`config.mk`:
```
export PLATFORM = sky130hd
export DESIGN_NAME = lcd_i2c_sequencer
export DESIGN_NICKNAME = d
export VERILOG_FILES = /design/src/rtl/lcd_i2c_sequencer.sv
export SDC_FILE = /design/constraint.sdc
export NUM_CORES = 1
export LEC_CHECK = 0
export ABC_CLOCK_PERIOD_IN_PS = 2100
export BUFFER_PORTS_ARGS = -buffer_cell sky130_fd_sc_hd__buf_2
export CAP_MARGIN = 20
export CORE_MARGIN = 10
export CORE_UTILIZATION = 37
export DETAILED_ROUTE_END_ITERATION = 12
export GPL_ROUTABILITY_DRIVEN = 0
export PLACE_DENSITY_LB_ADDON = 0.1
export SLEW_MARGIN = 20
export SYNTH_ARGS = -nofsm -noshare
export SYNTH_HDL_FRONTEND = slang
export SYNTH_SLANG_ARGS = --single-unit
export TNS_END_PERCENT = 5
```
`constraint.sdc`:
```
create_clock -name clk -period 2.1 [get_ports clk]
set_input_delay 0.315 -clock clk [delete_from_list [all_inputs] [get_ports clk]]
set_output_delay 0.315 -clock clk [all_outputs]
set_load 0.005 [all_outputs]
```
`src/rtl/lcd_i2c_sequencer.sv`:
```
`timescale 1ns/1ps
// Purpose: round-robin scheduler turning {rs,byte} LCD requests from two clients into four PCF8574 I2C frames plus a settle delay.
// Latency: ready is a same-cycle accept; first i2c_ena the cycle after accept; done one settle delay after the last busy fall.
// Backpressure: one request in flight; the other requester waits with valid held until its ready strobe.
//
// Ports:
//   clk, rst                 clock and synchronous active-high reset
//   reqN_valid/rs/data       requester N byte offer (N = 0, 1)
//   reqN_ready               one-cycle accept strobe back to requester N
//   i2c_ena/i2c_data_wr      frame start and PCF8574 byte to i2c_master
//   i2c_busy                 i2c_master busy
//   done/done_id             one-cycle completion pulse and the finished requester
//   active                   request in flight
//   err_timeout              sticky handshake-timeout flag
module lcd_i2c_sequencer #(
    parameter int   CMD_DELAY_CYC = 5_000,
    parameter int   CLR_DELAY_CYC = 200_000,
    parameter int   TIMEOUT_CYC   = 100_000,
    parameter logic BACKLIGHT     = 1'b1
) (
    input  logic       clk,
    input  logic       rst,
    input  logic       req0_valid,
    input  logic       req0_rs,
    input  logic [7:0] req0_data,
    output logic       req0_ready,
    input  logic       req1_valid,
    input  logic       req1_rs,
    input  logic [7:0] req1_data,
    output logic       req1_ready,
    output logic       i2c_ena,
    output logic [7:0] i2c_data_wr,
    input  logic       i2c_busy,
    output logic       done,
    output logic       done_id,
    output logic       active,
    output logic       err_timeout
);

    localparam int MAX_A = (CMD_DELAY_CYC > CLR_DELAY_CYC) ? CMD_DELAY_CYC : CLR_DELAY_CYC;
    localparam int MAX_C = (MAX_A > TIMEOUT_CYC) ? MAX_A : TIMEOUT_CYC;
    localparam int CW    = $clog2(MAX_C) + 1;

    // Terminal counts: the counter starts at 0 on state entry, so N cycles end at N-1.
    localparam logic [CW-1:0] CMD_TERM = CW'(CMD_DELAY_CYC - 1);
    localparam logic [CW-1:0] CLR_TERM = CW'(CLR_DELAY_CYC - 1);
    localparam logic [CW-1:0] TO_TERM  = CW'(TIMEOUT_CYC - 1);

    typedef enum logic [1:0] {
        S_IDLE       = 2'd0,
        S_FRAME_REQ  = 2'd1,
        S_FRAME_WAIT = 2'd2,
        S_SETTLE     = 2'd3
    } state_t;

    state_t          r_state;
    state_t          w_next;
    logic [1:0]      r_idx;
    logic            r_rs;
    logic [7:0]      r_data;
    logic            r_grant;
    logic            r_last;      // requester granted most recently; reset value 1 favours req0
    logic [CW-1:0]   r_cnt;
    logic            r_err;

    logic            w_gnt_vld;
    logic            w_gnt_id;
    logic            w_accept;
    logic            w_done;
    logic            w_abort;
    logic            w_is_clr;
    logic            w_settle_end;
    logic            w_to;
    logic [3:0]      w_nib;

    // Round-robin: with both requesters valid, the one not granted last wins.
    always_comb begin
        w_gnt_vld = req0_valid | req1_valid;
        if (req0_valid && req1_valid) begin
            w_gnt_id = ~r_last;
        end else begin
            w_gnt_id = req1_valid;
        end
    end

    // Clear display / return home need the long settle time.
    assign w_is_clr     = ~r_rs && (r_data >= 8'h01) && (r_data <= 8'h03);
    assign w_settle_end = w_is_clr ? (r_cnt == CLR_TERM) : (r_cnt == CMD_TERM);
    assign w_to         = (r_cnt == TO_TERM);

    always_comb begin
        w_next   = r_state;
        w_accept = 1'b0;
        w_done   = 1'b0;
        w_abort  = 1'b0;
        case (r_state)
            S_IDLE: begin
                if (w_gnt_vld) begin
                    w_accept = 1'b1;
                    w_next   = S_FRAME_REQ;
                end
            end
            S_FRAME_REQ: begin
                if (i2c_busy) begin
                    w_next = S_FRAME_WAIT;
                end else if (w_to) begin
                    w_abort = 1'b1;
                    w_next  = S_IDLE;
                end
            end
            S_FRAME_WAIT: begin
                if (!i2c_busy) begin
                    w_next = (r_idx == 2'd3) ? S_SETTLE : S_FRAME_REQ;
                end else if (w_to) begin
                    w_abort = 1'b1;
                    w_next  = S_IDLE;
                end
            end
            S_SETTLE: begin
                if (w_settle_end) begin
                    w_done = 1'b1;
                    w_next = S_IDLE;
                end
            end
            default: w_next = S_IDLE;
        endcase
    end

    // Frames 0/1 carry the high nibble, 2/3 the low nibble; EN is high on even frames.
    assign w_nib = r_idx[1] ? r_data[3:0] : r_data[7:4];

    assign req0_ready  = w_accept & ~w_gnt_id & ~rst;
    assign req1_ready  = w_accept &  w_gnt_id & ~rst;
    assign i2c_ena     = (r_state == S_FRAME_REQ) & ~rst;
    assign i2c_data_wr = ((r_state == S_FRAME_REQ || r_state == S_FRAME_WAIT) && !rst)
                         ? {w_nib, BACKLIGHT, ~r_idx[0], 1'b0, r_rs} : 8'h00;
    assign done        = w_done & ~rst;
    assign done_id     = w_done & r_grant & ~rst;
    assign active      = (r_state != S_IDLE);
    assign err_timeout = r_err;

    always_ff @(posedge clk) begin
        if (rst) begin
            r_state <= S_IDLE;
            r_idx   <= 2'd0;
            r_rs    <= 1'b0;
            r_data  <= 8'h00;
            r_grant <= 1'b0;
            r_last  <= 1'b1;
            r_cnt   <= '0;
            r_err   <= 1'b0;
        end else begin
            r_state <= w_next;
            // Counter restarts on every state entry and idles at zero.
            if (w_next != r_state || w_next == S_IDLE) begin
                r_cnt <= '0;
            end else begin
                r_cnt <= r_cnt + 1'b1;
            end
            if (w_accept) begin
                r_grant <= w_gnt_id;
                r_rs    <= w_gnt_id ? req1_rs   : req0_rs;
                r_data  <= w_gnt_id ? req1_data : req0_data;
            end
            if (r_state == S_FRAME_WAIT && !i2c_busy) begin
                r_idx <= r_idx + 2'd1;   // 3 wraps to 0 on entry to SETTLE
            end
            if (w_abort) begin
                r_idx <= 2'd0;
                r_err <= 1'b1;
            end
            if (w_done) begin
                r_last <= r_grant;
            end
        end
    end

endmodule

```
==> summary.md, run 1 <==
| Metric | Value |
|---|---|
| Count of synthesis-stage warnings from yosys | `0` |
| Share of async-settable or async-resettable flops after synthesis | `0%` |
| WS Path Type | `reg -> out` |
| Cells after synthesis | `267` |
| Post-Synth Adder-Cell Area | `3.975%` |
| Antenna diode count | `0` |
| Setup-failing EPs final | `0` |
| Peak supply drop | `0.0006128 V` |
| Sequential element share of the synthesized area | `31.80%` |
| Worst slack at placement | `-8.096 ps` |
| Commonest register cell after synthesis | `sky130_fd_sc_hd__dfxtp_1` |
| Unrepaired setup endpoints after global routing | `true` |
| Count of state elements after synthesis | `35` |
| Clk Tree Root Cell | `sky130_fd_sc_hd__clkbuf_8` |
| Clock buffer depth | `2` |
| Maximum clock frequency | `480.5 MHz` |
| Clock slew at reported path FFs | `70 ps` |
| Die width | `97.17 um` |
| Post-synthesis compound-gate area fraction | `21.75%` |
| Total Nets Final | `361` |
| Initial antenna violation count | `0` |
| P per Cell Area | `872.3 nW/um2` |
| Cell total after placement | `394` |
| Number of enable flip-flop cells after synthesis | `0` |
| Fraction of the cycle the final worst path needs | `99.11%` |
| XOR/XNOR share of the synthesized area | `6.758%` |
| Floorplan die area | `9442 um2` |
| Multiplexer share of the synthesized area | `3.691%` |
| Total area of sequential cells | `709.4 um2` |
| Hold-fix buffers at CTS | `0` |
| Dominant combinational cell family by area after synthesis | `simple AND/OR/NAND/NOR gates` |
| Non-filler cells, final | `407` |
| Clock tree from TritonCTS | `built` |
| Remaining Overflow, GRT | `0` |
| Area of the mapped netlist | `2203 um2` |
| Clock Skew | `8.742 ps` |
| CTS H-tree lvls | `2` |
| Clock buffer count from CTS | `5` |
| Critical path data arrival time | `1770 ps` |
| Cell at the slowest stage of the critical path | `sky130_fd_sc_hd__dfxtp_2` |
| Final hold slack | `241.8 ps` |
| Core Box Area | `5851 um2` |
| Crit path largest cell delay | `380 ps` |
| Drc violations | `0` |
| Maximum number of pins on one net before global-route repair | `30` |
| Outcome | `finished clean` |
| Number of cells on the worst reg-to-reg path | `10` |
| Routed vias | `2136` |
| Ordered list of cells on the worst path | `ha_4, and2_4, nand2_1, nor3b_2, nand3_1, nor2_2, and2_1, buf_2` |
| # fillers | `597` |
| HPWL after DPL | `4528 um` |
| Number of design-rule violations left by the first detailed-router iteration | `124` |
| Worst-skew pair later-pin latency | `290 ps` |
| Number of global-route vias before repair | `2100` |
| CTS Sinks | `35` |
| Minimum clock period after layout | `2081 ps` |
| Crit path max fanout | `4` |
| Y dimension of the die | `97.17 um` |
| Synth Net Count | `297` |
| Average via count per standard cell | `5.248` |
| Fraction of final layout cells sized beyond drive strength 1 | `31.33%` |
| Type of destination of the critical path | `primary output` |
| Routed wire length | `6081 um` |
| Depth of the worst hold-timing path | `3` |
| Count of different cell masters after synthesis | `50` |
| Worst hold-check path type | `in -> reg` |
| Least setup slack across all paths after layout | `18.79 ps` |
| Top-level port count | `38` |
| Final count of pins violating max slew | `0` |
| Basic-gate share of the synthesized area counting and, or, nand and nor cells | `27.77%` |
| Length of the first detailed-routing pass in iterations | `4` |
| Per-instance average area after synthesis | `8.252 um2` |
| P_leak | `1.152 nW` |
| Wire length of the first global-routing pass | `10320 um` |
| Most frequent standard cell in the layout excluding fill and tap cells | `sky130_fd_sc_hd__buf_2` |
| Required time of the critical path | `1780 ps` |
| Type of element launching the critical path | `flip-flop` |
| Layout overhead on the synthesized area | `29.41%` |
| Count of max-cap constraint violations | `0` |
| Row count | `28` |
| Hold violation total from the final report | `0` |
| Core Util, Final | `48.74%` |
| Routed Antenna Nets | `0` |
| Overall fraction of global-route tracks in use | `12.93%` |
| Most frequent cells in the layout | `36 x sky130_fd_sc_hd__buf_2, 33 x sky130_fd_sc_hd__buf_4, 28 x sky130_fd_sc_hd__nand2_1, 28 x sky130_fd_sc_hd__dfxtp_1, 26 x sky130_fd_sc_hd__nor2_1` |
| Count of buffers inserted at the top-level ports | `36` |
| Final routed wire length divided by cell count | `14.94 um` |
| Initial core utilization | `37.66%` |
| Multi-input combinational cell area | `1493 um2` |
## metrics by stage
step                power (mW)  instance area, um2  setup TNS (ps)
detailed placement       1.974                2644          -15.89
global placement         1.978                2644               0
finish                   2.487                2851               0
floorplan                1.486                2203               0
CTS                      2.473                2818          -57.67
global route             2.680                2851           -1182
## state kept, by name, indices dropped and copies added, names as in the netlist
name         count
r_cnt           19
r_last           1
r_state          2
r_data           8
err_timeout      1
r_grant          1
r_idx            2
r_rs             1
## synthesized netlist by cell type, types with 2 or more instances
cell type,n,share of area [%]
sky130_fd_sc_hd__nor2b_1,5,1.4
sky130_fd_sc_hd__xnor2_1,8,3.2
sky130_fd_sc_hd__and3_1,4,1.1
sky130_fd_sc_hd__ha_1,7,4.0
sky130_fd_sc_hd__a21o_1,2,0.68
sky130_fd_sc_hd__a22oi_1,9,3.1
sky130_fd_sc_hd__o32ai_1,9,3.6
sky130_fd_sc_hd__nor4_1,3,0.85
sky130_fd_sc_hd__nor4b_1,2,0.80
sky130_fd_sc_hd__o211ai_1,12,4.1
sky130_fd_sc_hd__and4_1,2,0.80
sky130_fd_sc_hd__or3_1,10,2.8
sky130_fd_sc_hd__and2_1,3,0.85
sky130_fd_sc_hd__nor2_1,27,4.6
sky130_fd_sc_hd__buf_2,3,0.68
sky130_fd_sc_hd__xor2_1,9,3.6
sky130_fd_sc_hd__a22o_1,5,2.0
sky130_fd_sc_hd__nand2b_1,2,0.57
sky130_fd_sc_hd__nand3_1,6,1.4
sky130_fd_sc_hd__mux2i_1,7,3.2
sky130_fd_sc_hd__o21ai_2,2,0.80
sky130_fd_sc_hd__and4b_1,2,0.91
sky130_fd_sc_hd__clkbuf_1,8,1.4
sky130_fd_sc_hd__o21ai_0,13,3.0
sky130_fd_sc_hd__a21boi_0,2,0.68
sky130_fd_sc_hd__o21ai_1,2,0.45
sky130_fd_sc_hd__nand4_1,3,0.85
sky130_fd_sc_hd__a21oi_1,2,0.45
sky130_fd_sc_hd__nand2_1,28,4.8
sky130_fd_sc_hd__inv_1,7,1.2
sky130_fd_sc_hd__nor3b_1,3,1.0
sky130_fd_sc_hd__dfxtp_1,35,32
sky130_fd_sc_hd__nor3_1,8,1.8
## layout make-up
| type | count | share of cell area, % |
|---|---|---|
| clock buffers | 7 | 2.677 |
| clock inverters | 1 | 0.1755 |
| inverters | 7 | 0.9215 |
| multi-input cells | 212 | 52.35 |
| flip-flops and latches | 35 | 24.88 |
| well taps | 75 | 3.291 |
| repair buffers | 70 | 15.71 |
## per-layer routing
metal | GRT usage [%] | routed length [um]
met2 | 19.03 | 2651
met1 | 17.29 | 3007
met5 | 0 | 0
met4 | 4.200 | 86
met3 | 4.054 | 336
## critical path: cells and delay by family, from the launching register on
kind | cells | cell delay, ps
adder cells (fa/ha/maj) | 1 | 150
flip-flops | 1 | 380
buffers and inverters | 1 | 100
AND/OR/NAND/NOR | 6 | 840
## logic make-up after synthesis
group | after synthesis
AOI/OAI and AO/OA | 64
muxes | 8
buffers and inverters | 20
adders and majority gates | 7
DFF | 35
and+or+nand+nor | 115
xor gates and xnor gates | 17
other | 1
## timing repair
item                                    CTS  global route
pin swaps                                 8             5
endpoints found under the setup margin    8            21
buffers inserted                          5             0
gates cloned                              0             0
gates resized for setup                  14             8
## worst paths after layout
kind                from     endpoint  slack, ps
min              req1_rs         r_rs        240
min reg2reg  err_timeout  err_timeout        460
max reg2reg     r_cnt[0]     r_cnt[6]         50
max             r_cnt[0]      done_id         20
## report_power, final
group | internal [mW] | switching (mW)
clock | 0.233 | 0.244
combinational | 0.527 | 0.683
sequential | 0.736 | 0.0641
total | 1.50 | 0.991
No activity file was read; power rests on OpenSTA's default activity.
==> inputs of run 2 (changes only) <==
CORE_MARGIN = 1.5   (was 10)
CTS_BUF_LIST = sky130_fd_sc_hd__clkbuf_2 sky130_fd_sc_hd__clkbuf_4 sky130_fd_sc_hd__clkbuf_8   (was not set)
GPL_ROUTABILITY_DRIVEN = not set   (was 0)
==> run 2 against run 1 <==
  * Total power up 3.7%
  * Wire length is 3.4% lower
  * Non-clock buffer count grew 2
  * Largest power group unchanged
  * Cell area is 2.3% higher
  * Critical endpoint unchanged
  * Utilization rose by 3.0 points
  * Combinational power rose by 5%
  * The run now ends with setup timing left
  * Clock power rose by 4.8%
  * Sequential cell count unchanged
  * Maximum frequency decreased by 1.7%
  * Largest cell class unchanged
  * First-iteration DRC count fell by 37%
  * Global-route usage is 7.0 points higher
==> summary.md, run 2 (synthesis results as in run 1) <==
| Metric | Value |
|---|---|
| Outcome | `finished with violations` |
| Routed Antenna Nets | `0` |
| Multi-input combinational cell area | `1529 um2` |
| Crit path max fanout | `4` |
| Clk Tree Root Cell | `sky130_fd_sc_hd__clkbuf_8` |
| Net switching power | `1.010 mW` |
| P per Cell Area | `883.7 nW/um2` |
| Clock tree from TritonCTS | `built` |
| Type of element launching the critical path | `flip-flop` |
| Total power consumption of the routed design | `2.578 mW` |
| Routed wire length | `5875 um` |
| Required time of the critical path | `1780 ps` |
| Crit path largest cell delay | `400 ps` |
| Cell at the slowest stage of the critical path | `sky130_fd_sc_hd__dfxtp_1` |
| P_leak | `1.183 nW` |
| Row count | `27` |
| Hold violation total from the final report | `0` |
| Layout overhead on the synthesized area | `32.42%` |
| # fillers | `564` |
| Combinational Power Share | `49.3%` |
| Core Box Area | `5642 um2` |
| Wire length of the first global-routing pass | `10160 um` |
| Clock buffer count from CTS | `5` |
| Most flops, register | `r_cnt` |
| HPWL after DPL | `4346 um` |
| Ordered list of cells on the worst path | `nor4bb_1, nand3_1, mux2i_1, nand3_2, nor2_2, and2_1, buf_2` |
| Peak supply drop | `0.0004916 V` |
| Count of buffers inserted at the top-level ports | `36` |
| Number of design-rule violations left by the first detailed-router iteration | `78` |
| Average via count per standard cell | `5.375` |
| Fraction of power spent switching nets | `39.17%` |
| Cell Int Power | `1.569 mW` |
| Unrepaired setup endpoints after global routing | `true` |
| CTS Sinks | `35` |
| Count of max-cap constraint violations | `0` |
| Fraction of the cycle the final worst path needs | `100.8%` |
| Worst-skew pair later-pin latency | `290 ps` |
| Routed vias | `2177` |
| Worst hold-check path type | `in -> reg` |
| Y dimension of the die | `80.17 um` |
| WS Path Type | `reg -> out` |
| Type of destination of the critical path | `primary output` |
| Clock Skew | `7.246 ps` |
| Worst reg2reg setup slack | `90 ps` |
| Maximum clock frequency | `472.4 MHz` |
| Critical path data arrival time | `1800 ps` |
| Violations in the final reports | `setup timing` |
| Fraction of final layout cells sized beyond drive strength 1 | `33.63%` |
| Total area of sequential cells | `709.4 um2` |
| Clock buffer depth | `2` |
| Initial antenna violation count | `0` |
| Total Nets Final | `363` |
| Clock power share | `19.4%` |
| Most frequent standard cell in the layout excluding fill and tap cells | `sky130_fd_sc_hd__buf_2` |
| Most frequent cells in the layout | `36 x sky130_fd_sc_hd__buf_2, 34 x sky130_fd_sc_hd__buf_4, 28 x sky130_fd_sc_hd__dfxtp_1` |
| Initial core utilization | `39.06%` |
| Placer's final routability congestion estimate | `0.8483` |
| Overall fraction of global-route tracks in use | `19.98%` |
| Setup-failing EPs final | `1` |
| Length of the first detailed-routing pass in iterations | `4` |
| Clock slew at reported path FFs | `70 ps` |
| Final count of pins violating max slew | `0` |
| Top-level port count | `38` |
| CTS H-tree lvls | `2` |
| Minimum clock period after layout | `2117 ps` |
| Hold-fix buffers at CTS | `0` |
| Antenna diode count | `0` |
| Part of the power in registers | `31.3%` |
| Maximum number of pins on one net before global-route repair | `31` |
| Final hold slack | `243.4 ps` |
| Die width | `80.17 um` |
| Number of global-route vias before repair | `2119` |
| Least setup slack across all paths after layout | `-16.67 ps` |
| Largest registers | `r_cnt (19), r_data (8)` |
| Startpoint of the tightest hold check path | `req1_data[6]` |
| Drc violations | `0` |
| Critical R2R Launch | `r_rs` |
| Remaining Overflow, GRT | `0` |
| Final routed wire length divided by cell count | `14.51 um` |
| Launching instance or port of the critical path | `r_cnt[17]` |
| Floorplan die area | `6427 um2` |
| Largest register FFs | `19` |
==> run 2: changes by cell type in the layout (fill, tap and decap cells not counted), sizes merged <==
cell,before,now
buf,70,72
clkbuf,7,6
==> run 2: metrics by stage <==
step           util, %  instances  setup slack (ps)  cell area (um2)  setup TNS [ps]
5_1_grt          51.72        405            -124.3             2918          -288.5
2_1_floorplan        -        267             6.598             2203               0
4_1_cts          49.72        403            -37.59             2805          -37.59
6_report         51.72        405            -16.67             2918          -16.67
3_5_place_dp     47.55        395             40.79             2683               0
3_3_place_gp     47.55        395             58.55             2683               0
==> run 2: path summary, 6_finish.rpt <==
path                                  end  depth (start not counted)
worst max-delay path              done_id                          7
worst min-delay path            r_data[6]                          3
worst max register to register  r_cnt[17]                          9
worst min register to register       r_rs                          2
==> run 2: worst max-delay path: cells and delay by family (launching register included) <==
| kind | cells | cell delay, ps |
|---|---|---|
| multiplexers | 1 | 210 |
| flip-flops | 1 | 400 |
| buffers and inverters | 1 | 110 |
| AND/OR/NAND/NOR | 5 | 800 |
==> run 2: layout make-up <==
cell class / instances / area share (%)
inverters: 7 / 0.9005
multi-input cells: 212 / 52.40
clock buffers: 6 / 2.830
well taps: 72 / 3.087
clock inverters: 1 / 0.1715
flip-flops and latches: 35 / 24.31
repair buffers: 72 / 16.30
==> run 2: repair_timing <==
| action | 4_1_cts | 5_1_grt |
|---|---|---|
| pin swaps | 2 | 7 |
| setup buffers | 1 | 2 |
| cloned | 0 | 0 |
| gates resized for setup | 8 | 22 |
| setup endpoints to repair | 4 | 24 |
==> run 2: layer usage <==
metal | vias to the layer above | track usage, % | routed length (um)
li1 | 1109 | - | -
met1 | 1015 | 27.46 | 2922
met2 | 49 | 32.27 | 2642
met3 | 4 | 3.523 | 265
met4 | 0 | 4.655 | 45
met5 | - | 0 | 0
==> run 2: power groups by stage <==
| stage | Combinational (mW) | Clock (mW) | Sequential [mW] |
|---|---|---|---|
| 3_5_place_dp | 1.21 | 0 | 0.804 |
| 4_1_cts | 1.24 | 0.517 | 0.792 |
| 3_3_place_gp | 1.21 | 0 | 0.801 |
| 6_report | 1.27 | 0.500 | 0.807 |
| 2_1_floorplan | 0.696 | 0 | 0.790 |
| 5_1_grt | 1.40 | 0.543 | 0.817 |
